==> src/rtl/display_pkg.sv <==
// Shared types and constants for the 7-segment display driver and capture blocks.
package display_pkg;

  localparam int unsigned NUM_DIGITS = 4;
  localparam int unsigned SEG_W      = 8;
  localparam int unsigned SEL_W      = 4;
  localparam int unsigned IDX_W      = 2;
  localparam int unsigned CHAR_W     = 8;

  typedef enum logic [1:0] {
    ST_IDLE   = 2'd0,
    ST_SETTLE = 2'd1,
    ST_ACCEPT = 2'd2,
    ST_WAIT   = 2'd3
  } cap_state_e;

  // One synchronised bus sample: which digit is strobed and its normalised segments.
  typedef struct packed {
    logic [IDX_W-1:0] idx;
    logic [SEG_W-1:0] seg;
  } sample_t;

  // Active-high segment patterns, a=bit0 .. g=bit6.
  localparam logic [6:0] SEG_0     = 7'h3F;
  localparam logic [6:0] SEG_1     = 7'h06;
  localparam logic [6:0] SEG_2     = 7'h5B;
  localparam logic [6:0] SEG_3     = 7'h4F;
  localparam logic [6:0] SEG_4     = 7'h66;
  localparam logic [6:0] SEG_5     = 7'h6D;
  localparam logic [6:0] SEG_6     = 7'h7D;
  localparam logic [6:0] SEG_7     = 7'h07;
  localparam logic [6:0] SEG_8     = 7'h7F;
  localparam logic [6:0] SEG_9     = 7'h6F;
  localparam logic [6:0] SEG_A     = 7'h77;
  localparam logic [6:0] SEG_B     = 7'h7C;
  localparam logic [6:0] SEG_C     = 7'h39;
  localparam logic [6:0] SEG_D     = 7'h5E;
  localparam logic [6:0] SEG_E     = 7'h79;
  localparam logic [6:0] SEG_F     = 7'h71;
  localparam logic [6:0] SEG_DASH  = 7'h40;
  localparam logic [6:0] SEG_BLANK = 7'h00;

  localparam logic [7:0] CHAR_SPACE   = 8'h20;
  localparam logic [7:0] CHAR_UNKNOWN = 8'h3F;

  // True when exactly one select line is active.
  function automatic logic sel_is_onehot(input logic [SEL_W-1:0] sel);
    return (sel != 4'd0) && ((sel & (sel - 4'd1)) == 4'd0);
  endfunction

  // Index of the active line in a one-hot select; 0 for anything else.
  function automatic logic [IDX_W-1:0] sel_index(input logic [SEL_W-1:0] sel);
    logic [IDX_W-1:0] idx;
    idx = 2'd0;
    case (sel)
      4'b0010: idx = 2'd1;
      4'b0100: idx = 2'd2;
      4'b1000: idx = 2'd3;
      default: idx = 2'd0;
    endcase
    return idx;
  endfunction

endpackage

==> src/rtl/four_char_capture_seg7_to_ascii.sv <==
// Combinational decode of an active-high 7-segment pattern to its ASCII character.
module seg7_to_ascii
  import display_pkg::*;
(
  input  logic [6:0]        pattern,
  output logic [CHAR_W-1:0] char_c,
  output logic              valid_c
);

  // Table lookup; unrecognised patterns report '?' and drop valid.
  always_comb begin
    char_c  = CHAR_UNKNOWN;
    valid_c = 1'b1;
    case (pattern)
      SEG_0:     char_c = 8'h30;
      SEG_1:     char_c = 8'h31;
      SEG_2:     char_c = 8'h32;
      SEG_3:     char_c = 8'h33;
      SEG_4:     char_c = 8'h34;
      SEG_5:     char_c = 8'h35;
      SEG_6:     char_c = 8'h36;
      SEG_7:     char_c = 8'h37;
      SEG_8:     char_c = 8'h38;
      SEG_9:     char_c = 8'h39;
      SEG_A:     char_c = 8'h41;
      SEG_B:     char_c = 8'h62;
      SEG_C:     char_c = 8'h43;
      SEG_D:     char_c = 8'h64;
      SEG_E:     char_c = 8'h45;
      SEG_F:     char_c = 8'h46;
      SEG_DASH:  char_c = 8'h2D;
      SEG_BLANK: char_c = CHAR_SPACE;
      default: begin
        char_c  = CHAR_UNKNOWN;
        valid_c = 1'b0;
      end
    endcase
  end

endmodule

==> src/rtl/four_char_capture.sv <==
// Captures a multiplexed four-digit 7-segment bus and decodes each digit back to ASCII.
module four_char_capture
  import display_pkg::*;
#(
  parameter int unsigned SETTLE_CYCLES  = 4,
  parameter bit          SEG_ACTIVE_LOW = 1'b1,
  parameter bit          SEL_ACTIVE_LOW = 1'b1,
  parameter int unsigned TIMEOUT_CYCLES = 65535
) (
  input  logic              clk,
  input  logic              rst,
  input  logic [SEG_W-1:0]  segments,
  input  logic [SEL_W-1:0]  digit_select,
  output logic [CHAR_W-1:0] digit0,
  output logic [CHAR_W-1:0] digit1,
  output logic [CHAR_W-1:0] digit2,
  output logic [CHAR_W-1:0] digit3,
  output logic [NUM_DIGITS-1:0] dp,
  output logic              frame_done,
  output logic              decode_err,
  output logic              stalled
);

  localparam int unsigned BUS_W = SEL_W + SEG_W;
  localparam int unsigned CNT_W = $clog2(SETTLE_CYCLES + 1);
  localparam int unsigned TO_W  = $clog2(TIMEOUT_CYCLES + 1);
  // A fresh sample either starts settling or, with a one-cycle settle, is accepted at once.
  localparam cap_state_e LOAD_STATE = (SETTLE_CYCLES == 1) ? ST_ACCEPT : ST_SETTLE;

  logic [BUS_W-1:0] sync1_q, sync1_d, sync2_q, sync2_d;
  logic [SEL_W-1:0] sel_act;
  logic [SEG_W-1:0] seg_act;
  logic             sel_valid;
  sample_t          cur_sample;
  logic             same_sample;

  cap_state_e       state_q, state_d;
  sample_t          hold_q, hold_d;
  logic [CNT_W-1:0] cnt_q, cnt_d;
  logic [TO_W-1:0]  tout_q, tout_d;
  logic [NUM_DIGITS-1:0][CHAR_W-1:0] digit_q, digit_d;
  logic [NUM_DIGITS-1:0] dp_q, dp_d;
  logic [NUM_DIGITS-1:0] seen_q, seen_d;
  logic [NUM_DIGITS-1:0] seen_next;
  logic             frame_done_q, frame_done_d;
  logic             decode_err_q, decode_err_d;
  logic             stalled_q, stalled_d;
  logic             load_sample;

  logic [CHAR_W-1:0] dec_char;
  logic              dec_valid;

  // Two-stage synchroniser feed for all select and segment pins.
  always_comb begin
    sync1_d = {digit_select, segments};
    sync2_d = sync1_q;
  end

  // Synchroniser flops.
  always_ff @(posedge clk or posedge rst) begin
    if (rst) begin
      sync1_q <= '0;
      sync2_q <= '0;
    end else begin
      sync1_q <= sync1_d;
      sync2_q <= sync2_d;
    end
  end

  assign sel_act     = SEL_ACTIVE_LOW ? ~sync2_q[BUS_W-1:SEG_W] : sync2_q[BUS_W-1:SEG_W];
  assign seg_act     = SEG_ACTIVE_LOW ? ~sync2_q[SEG_W-1:0]     : sync2_q[SEG_W-1:0];
  assign sel_valid   = sel_is_onehot(sel_act);
  assign cur_sample  = '{idx: sel_index(sel_act), seg: seg_act};
  assign same_sample = (cur_sample == hold_q);

  seg7_to_ascii u_decode (
    .pattern (hold_q.seg[6:0]),
    .char_c  (dec_char),
    .valid_c (dec_valid)
  );

  // FSM state register.
  always_ff @(posedge clk or posedge rst) begin
    if (rst) state_q <= ST_IDLE;
    else     state_q <= state_d;
  end

  // FSM next-state: settle on a stable sample, accept once, then wait for a change.
  always_comb begin
    state_d = state_q;
    case (state_q)
      ST_IDLE: begin
        if (sel_valid) state_d = LOAD_STATE;
      end
      ST_SETTLE: begin
        if (!sel_valid)                               state_d = ST_IDLE;
        else if (!same_sample)                        state_d = LOAD_STATE;
        else if (cnt_q == CNT_W'(SETTLE_CYCLES - 1))  state_d = ST_ACCEPT;
      end
      ST_ACCEPT: state_d = ST_WAIT;
      ST_WAIT: begin
        if (!sel_valid)        state_d = ST_IDLE;
        else if (!same_sample) state_d = LOAD_STATE;
      end
      default: state_d = ST_IDLE;
    endcase
  end

  // FSM outputs and datapath: hold/count updates, digit write-back, frame and timeout tracking.
  always_comb begin
    hold_d       = hold_q;
    cnt_d        = cnt_q;
    digit_d      = digit_q;
    dp_d         = dp_q;
    seen_d       = seen_q;
    seen_next    = seen_q | (4'b0001 << hold_q.idx);
    frame_done_d = 1'b0;
    decode_err_d = decode_err_q;
    tout_d       = (tout_q == TO_W'(TIMEOUT_CYCLES)) ? tout_q : tout_q + TO_W'(1);

    load_sample = sel_valid &&
                  ((state_q == ST_IDLE) ||
                   (((state_q == ST_SETTLE) || (state_q == ST_WAIT)) && !same_sample));

    if (load_sample) begin
      hold_d = cur_sample;
      cnt_d  = CNT_W'(1);
    end else if ((state_q == ST_SETTLE) && sel_valid) begin
      cnt_d = cnt_q + CNT_W'(1);
    end

    if (state_q == ST_ACCEPT) begin
      digit_d[hold_q.idx] = dec_char;
      dp_d[hold_q.idx]    = hold_q.seg[7];
      tout_d              = '0;
      if (!dec_valid) decode_err_d = 1'b1;
      if (seen_next == 4'b1111) begin
        frame_done_d = 1'b1;
        seen_d       = '0;
      end else begin
        seen_d = seen_next;
      end
    end

    stalled_d = (tout_d == TO_W'(TIMEOUT_CYCLES));
  end

  // Datapath and registered output flops.
  always_ff @(posedge clk or posedge rst) begin
    if (rst) begin
      hold_q       <= '0;
      cnt_q        <= '0;
      tout_q       <= '0;
      digit_q      <= {NUM_DIGITS{CHAR_SPACE}};
      dp_q         <= '0;
      seen_q       <= '0;
      frame_done_q <= 1'b0;
      decode_err_q <= 1'b0;
      stalled_q    <= 1'b0;
    end else begin
      hold_q       <= hold_d;
      cnt_q        <= cnt_d;
      tout_q       <= tout_d;
      digit_q      <= digit_d;
      dp_q         <= dp_d;
      seen_q       <= seen_d;
      frame_done_q <= frame_done_d;
      decode_err_q <= decode_err_d;
      stalled_q    <= stalled_d;
    end
  end

  assign digit0     = digit_q[0];
  assign digit1     = digit_q[1];
  assign digit2     = digit_q[2];
  assign digit3     = digit_q[3];
  assign dp         = dp_q;
  assign frame_done = frame_done_q;
  assign decode_err = decode_err_q;
  assign stalled    = stalled_q;

endmodule

==> config.mk <==
export PLATFORM = sky130hd
export DESIGN_NAME = four_char_capture
export DESIGN_NICKNAME = d
export VERILOG_FILES = /design/src/rtl/display_pkg.sv /design/src/rtl/four_char_capture_seg7_to_ascii.sv /design/src/rtl/four_char_capture.sv
export SDC_FILE = /design/constraint.sdc
export NUM_CORES = 1
export LEC_CHECK = 0
export ABC_CLOCK_PERIOD_IN_PS = 3300
export BUFFER_PORTS_ARGS = -buffer_cell sky130_fd_sc_hd__buf_4
export CORE_MARGIN = 10
export CORE_UTILIZATION = 58
export CTS_CLUSTER_SIZE = 14
export DETAILED_ROUTE_END_ITERATION = 10
export PLACE_DENSITY = 0.8
export REMOVE_ABC_BUFFERS = 1
export SLEW_MARGIN = 5
export SYNTH_ARGS = -nofsm -noshare
export SYNTH_HDL_FRONTEND = slang
export SYNTH_SLANG_ARGS = --single-unit
export TNS_END_PERCENT = 50
==> constraint.sdc <==
create_clock -name clk -period 3.3 [get_ports clk]
set_clock_uncertainty 0.05 [all_clocks]
set_input_delay 0.495 -clock clk [delete_from_list [all_inputs] [get_ports clk]]
set_output_delay 0.495 -clock clk [all_outputs]
set_load 0.05 [all_outputs]
# After elaboration in Yosys (flattened, before gate mapping)
# Index checks and enable logic that the tools add are counted.
[totals] reg_bits=98 inputBits=14 word_cells=97
[op_classes] n_addsub=3 n_lt_le_gt_ge=2 n_eq_ne=31 shift=1 muxes=23 bitwise_logic=5 n_reduce_logical=16
[op_table] operator="$pmux W7 S18" n=1
[op_table] operator="$eq A7 B7 Y1 const B" n=13
[op_table] operator="$bwmux W32" n=1
[op_table] operator="$eq A16 B16 Y1 const B" n=2
[op_table] operator="$mux W16" n=2
[op_table] operator="$reduce_or A18 Y1" n=1
[op_table] operator="$add A16 B1 Y16 const B" n=1
[op_table] operator="$demux W8 S2" n=1
[op_table] operator="$eq A7 B3 Y1 const B" n=2
[op_table] operator="$eq A7 B6 Y1 const B" n=2
[op_table] operator="$mux W2" n=6
[op_table] operator="$eq A10 B10 Y1" n=1
[op_table] operator="$eq A4 B4 Y1 const B" n=2
[op_table] operator="$mux W8" n=1
[op_table] operator="$not A8 Y8" n=1
[op_table] operator="$pmux W2 S4" n=1
[op_table] operator="$logic_not A7 Y1" n=1
[op_table] operator="$mux W3" n=2
[op_table] operator="$pmux W2 S3" n=1
[op_table] operator="$logic_and A1 B1 Y1" n=5
[op_table] operator="$and A4 B4 Y4" n=1
[op_table] operator="$bwmux W4" n=1
[op_table] operator="$eq A2 B2 Y1 const B" n=2
[op_table] operator="$eq A4 B2 Y1 const B" n=1
[op_table] operator="25 further kinds" n=29

# Logic depth before layout (Yosys ltp)
[logic_depth] ltp_word=9 depth_mapped=8 ltp_nobuf=7

# By module
# Synthesis repeated with hierarchy kept, for this count alone.
[hier_totals] hier_cells=404 hier_area_um2=4565.6
[by_module_without_submodules] mod="four_char_capture" instances=1 cells_each=333 area_each_um2=4117.7
[by_module_without_submodules] mod="seg7_to_ascii" instances=1 cells_each=71 area_each_um2=447.9

# Least setup slack after synthesis
# No wires, ideal clock.
[synth_timing] path_type="reg2reg" start="register sync2_q[11]" end="register hold_q[8] (netlist bit)" arrival_ps=1884 required_ps=3125 slack_ps=1240 stages_incl_launch_ff=9 n_path_buf=2 period_less_slack_ps=2060 path_cell_list="dfrtp_1 > buf_6 > nand3_1 > o2111ai_1 > a211oi_2 > nor2_2 > or3_1 > buf_6 > mux2_4"
[synth_via] elab_chain_len=8 elab_cells_between_ends=15
[synth_lines] item="from (decl)" line_no="four_char_capture.sv:30" rtl="logic [BUS_W-1:0] sync1_q, sync1_d, sync2_q, sync2_d;"
[synth_lines] item="from (signal assigned)" line_no="four_char_capture.sv:66" rtl="sync2_q <= sync2_d;"
[synth_lines] item="$not A4 Y4 *" line_no="four_char_capture.sv:70" rtl="assign sel_act = SEL_ACTIVE_LOW ? ~sync2_q[BUS_W-1:SEG_W] : sync2_q[BUS_W-1:SEG_W];"
[synth_lines] item="$eq A4 B4 Y1, or another cell as far along" line_no="display_pkg.sv:55" rtl="case (sel)"
[synth_lines] item="$pmux W2 S3" line_no="display_pkg.sv:55"
[synth_lines] item="$eq A10 B10 Y1" line_no="four_char_capture.sv:74" rtl="assign same_sample = (cur_sample == hold_q);"
[synth_lines] item="$logic_not A1 Y1" line_no="four_char_capture.sv:123" rtl="(((state_q == ST_SETTLE) || (state_q == ST_WAIT)) && !same_sample));"
[synth_lines] item="$logic_and A1 B1 Y1" line_no="four_char_capture.sv:123"
[synth_lines] item="$logic_or A1 B1 Y1" line_no="four_char_capture.sv:122" rtl="((state_q == ST_IDLE) ||"
[synth_lines] item="$logic_and A1 B1 Y1" line_no="four_char_capture.sv:121" rtl="load_sample = sel_valid &&"
[synth_lines] item="to (signal assigned)" line_no="four_char_capture.sv:161" rtl="hold_q <= hold_d;"
[synth_lines] item="to (decl)" line_no="four_char_capture.sv:38" rtl="sample_t hold_q, hold_d;"
# Mark *: on every way between the ends. The rest lies on a longest branch, timed or not.
# A chain may end at the register's enable or synchronous reset.

# Final worst setup path
[layout_timing] start="register hold_q[8] (netlist bit)" end="register hold_q[8] (netlist bit)"
[layout_via] elab_chain_len=5
[layout_lines] item="$eq A10 B10 Y1" line_no="four_char_capture.sv:74"
[layout_lines] item="$logic_not A1 Y1" line_no="four_char_capture.sv:123"
[layout_lines] item="$logic_and A1 B1 Y1" line_no="four_char_capture.sv:123"
[layout_lines] item="$logic_or A1 B1 Y1" line_no="four_char_capture.sv:122"
[layout_lines] item="$logic_and A1 B1 Y1" line_no="four_char_capture.sv:121"
# No other way between the ends.

==> results.txt <==
The worst setup slack before clock tree synthesis came out at 754 ps. The path length in cells of the critical path is 6. The number of cells in the finished layout apart from fillers is 559.

The period utilization came out at 77.5%. In the post-synthesis netlist, the biggest area contributors are sky130_fd_sc_hd__dfrtp_1, sky130_fd_sc_hd__nand2_1, sky130_fd_sc_hd__o21ai_0. The count of cells resized by post-cts repair is 0.

In this run the register-to-register setup slack is 740 ps. The worst hold slack came out at 114 ps. The wire length per cell is 15.8 µm. The initial standard-cell utilization of the core is 59.6%. The normalized max-slew margin is 56.1%. The length in cells of the worst reg-to-reg path is 6.

The max-slew violation total from the final report came to 0. The later-pin clock latency in the skew report came out at 360 ps. The final total power came out at 2.47 mW. The global-route wire length before repair came out at 15000 µm. The static leakage power is 2.25 nW. The final setup slack of the worst path is 742 ps. The aggregate negative setup slack is 0 ps. Traced cell by cell, the critical path runs through nor2b_1 > nor4bb_1 > a211oi_2 > nor2_2 > or3_1 > mux2_4. The number of remaining DRC errors is 0. Dividing total power by cell area gives a power density of 503 nW/µm². Entering global routing, the biggest net connects 37 pins. The via count of the first global-routing pass was 3112.

The initial antenna violation count came out at 0. The maximum number of buffers from clock root to sink came out at 2. The highest attainable clock frequency came out at 0.391 GHz. The count of final hold-check violations is 0. The largest stage delay on the critical path came out at 500 ps. The flow ran to the end, and the final reports show no timing, DRC or antenna violations.

Cells fill 68.2% of the core in the end. The standard cell with the maximum stage delay on the critical path is sky130_fd_sc_hd__dfrtp_1. Setup repair after global routing left no endpoint under its margin. For this run, the leading register cell type out of synthesis is sky130_fd_sc_hd__dfrtp_1.

The biggest area contributor in the post-synthesis netlist is sky130_fd_sc_hd__dfrtp_1. The number of flops mapped to enable cells by yosys is 0. Once placement finished, the instance area stood at 4670 µm². The sort of element at the start of the critical path is a flop. The critical path is of the reg -> reg type. The tree built by TritonCTS fans out to 94 sinks. Fill cells in the final layout number 587. The die height is 106 µm. By count the netlist is led by sky130_fd_sc_hd__dfrtp_1, sky130_fd_sc_hd__nand2_1, sky130_fd_sc_hd__nor2_1, sky130_fd_sc_hd__o21ai_0, sky130_fd_sc_hd__a21oi_1. The most critical setup path has its startpoint at hold_q[8].

The maximum level of the CTS H-tree came out at 3. The mean instance size in the synthesized netlist is 10.4 µm². The worst hold path belongs to the class in -> async.

The cell count after placement came out at 543. The number of nets in the finished design is 472. 53 I/O pins were placed. After detailed routing, the number of vias per cell comes to 5.70. The number of nets with antenna violations after detailed routing is 0. The share of total power dissipated in sequential elements is 52.0%.

Global routing used 16.1% of the available tracks. The core footprint came out at 7210 µm². The cell at the root of the clock tree is sky130_fd_sc_hd__clkbuf_8. The buffer count from post-CTS setup fixing came out at 0. The detailed-placement wirelength estimate came out at 6330 µm. The arrival time at the worst endpoint is 2750 ps.

The highest fanout seen on the critical path is 10. The tool flagged a number of max-cap violations equal to 0. The aggregate global routing overflow came out at 0.

After synthesis the netlist holds a flip-flop and latch count of 94. In this design, the largest share of critical-path delay is due to simple AND/OR/NAND/NOR gates. In this run the horizontal extent of the chip is 106 µm.

The clock edge transition at the registers on the reported setup and hold paths is 90 ps. The total of hold buffers inserted after clock tree synthesis came out at 0. The count of distinct cell types in the synthesized netlist is 56. STA classifies the critical path endpoint as a flop. The switching power summed over all nets is 0.662 mW.

In this run the critical register-to-register path is launched from hold_q[8]. The worst supply voltage drop on vdd is 0.339 mV. The switching share of power came out at 26.8%. The data required time at the worst endpoint came out at 3490 ps. The combinational share of power is 11.1%.

The final critical-path required period came out at 2560 ps. Of the cells placed in the final design, the portion with a size suffix greater than 1 is 17.6%. The area added between synthesis and finish came out at 14.5%. In the synthesized netlist the async set-or-reset flop fraction comes to 100%. The count of input and output buffers came out at 48. The standard-cell row count came out at 31. The top cell type by area accounts for 52.4% of the synthesized area. The number of inserted diodes came out at 0. The design internal power came out at 1.81 mW. For this run, the number of Yosys warnings is 0.

The final layout contains routed wiring with a total length of 8810 µm. The first detailed-routing pass ran for 5 iterations. The terminus of the critical flop-to-flop path is hold_q[8]. The portion of total power attributed to the clock network is 36.8%. The post-synthesis instance area is 4300 µm².

The detailed router placed 3186 vias in this run. Setup violations remaining at the end of the flow were counted as 0. The slew at the pin closest to its max-slew limit is 656 ps.

The final weighted congestion of routability-driven global placement is 0.918. The most common cell in the synthesized netlist is sky130_fd_sc_hd__dfrtp_1. TritonCTS built the clock tree.

The finished layout cell area came out at 4920 µm². In the synthesized netlist, the number of instances is 415. The share of synthesized area occupied by flip-flops and latches came out at 54.9%.

The number of buffers created by CTS came out at 9. The full die area came out at 11300 µm². The number of buffers and inverters on the critical path is 0. The DRC violation total after the first TritonRoute iteration came out at 276. The capture point of the worst path is hold_q[8].
power groups by stage:
stage          Combinational (mW)  Sequential (mW)  Clock, mW
2_1_floorplan               0.213             1.28          0
3_3_place_gp                0.266             1.30          0
3_5_place_dp                0.274             1.31          0
4_1_cts                     0.275             1.28      0.929
5_1_grt                     0.307             1.30      0.984
6_report                    0.276             1.29      0.910
layout make-up:
type	count	area, µm²	area share, %
Inverter	14	53.8	1.09
Tap cell	99	124	2.52
Sequential cell	94	2360	47.9
Multi-Input combinational cell	284	1750	35.6
Timing Repair Buffer	52	390	7.94
Clock inverter	6	116	2.37
Clock buffer	10	128	2.59
worst register-to-register path, cell delays in order, from the launching register on:
cell                       delay [ps]
sky130_fd_sc_hd__dfrtp_1          500
sky130_fd_sc_hd__nor2b_1          320
sky130_fd_sc_hd__nor4bb_1         410
sky130_fd_sc_hd__a211oi_2         100
sky130_fd_sc_hd__nor2_2           260
sky130_fd_sc_hd__or3_1            470
sky130_fd_sc_hd__mux2_4           340
metal layers:
metal | track usage, % | share of wire (%)
met1 | 22.1 | 46
met2 | 23.5 | 45
met3 | 4.29 | 6.6
met4 | 7.35 | 1.6
met5 | 0 | 0
how the worst min path moves through the flow:
stage                       to  slack [ps]
detailed placement  sync2_q[2]         280
CTS                   cnt_q[2]         130
global placement    sync2_q[0]         280
global route         seen_q[1]         140
finish               seen_q[2]         110
floorplan           sync2_q[0]         280
layout by cell type, fill, tap and decap left out, types with 3 or more instances in the layout:
master	count
sky130_fd_sc_hd__dfrtp_1	90
sky130_fd_sc_hd__buf_4	52
sky130_fd_sc_hd__nand2_1	40
sky130_fd_sc_hd__nor2_1	37
sky130_fd_sc_hd__o21ai_0	29
sky130_fd_sc_hd__a21oi_1	20
sky130_fd_sc_hd__xnor2_1	15
sky130_fd_sc_hd__nand3_1	15
sky130_fd_sc_hd__inv_1	13
sky130_fd_sc_hd__mux2i_1	13
sky130_fd_sc_hd__nor3_1	12
sky130_fd_sc_hd__clkbuf_8	9
sky130_fd_sc_hd__nand4_1	6
sky130_fd_sc_hd__xor2_1	6
sky130_fd_sc_hd__nand3b_1	5
sky130_fd_sc_hd__and2_1	5
sky130_fd_sc_hd__a21o_1	4
sky130_fd_sc_hd__nor4_1	4
sky130_fd_sc_hd__a31oi_1	4
sky130_fd_sc_hd__and3_1	4
sky130_fd_sc_hd__and4_1	4
sky130_fd_sc_hd__nand2b_1	4
sky130_fd_sc_hd__conb_1	4
sky130_fd_sc_hd__dfstp_2	4
sky130_fd_sc_hd__nor2b_1	3
sky130_fd_sc_hd__or3_1	3
sky130_fd_sc_hd__nand4b_1	3
sky130_fd_sc_hd__mux2_2	3
sky130_fd_sc_hd__o22ai_1	3
sky130_fd_sc_hd__o31ai_1	3
sky130_fd_sc_hd__o41ai_1	3
sky130_fd_sc_hd__ha_1	3
sky130_fd_sc_hd__bufinv_16	3
cells by family (layout without fill, tap and decap cells):
kind of cell / count (synthesis) / after routing / share of synthesized area [%]
flops: 94 / 94 / 54.9
simple gates: 152 / 152 / 17.7
compound gates: 87 / 87 / 13.3
fa+ha+maj: 3 / 3 / 0.874
other cells: 1 / 4 / 0.0873
buf+inv: 40 / 82 / 4.69
mux: 17 / 17 / 4.16
xor+xnor: 21 / 21 / 4.28
state kept, by name (all words and copies together), names as in the netlist, named ones only:
| name | count |
|---|---|
| dp | 4 |
| sync2_q | 12 |
| seen_q | 4 |
| digit0 | 7 |
| tout_q | 16 |
| frame_done | 1 |
| stalled | 1 |
| sync1_q | 12 |
| digit2 | 7 |
| cnt_q | 3 |
| digit1 | 7 |
| hold_q | 10 |
| decode_err | 1 |
| state_q | 1 |
| digit3 | 7 |
Power figures use the tool's default switching activity.
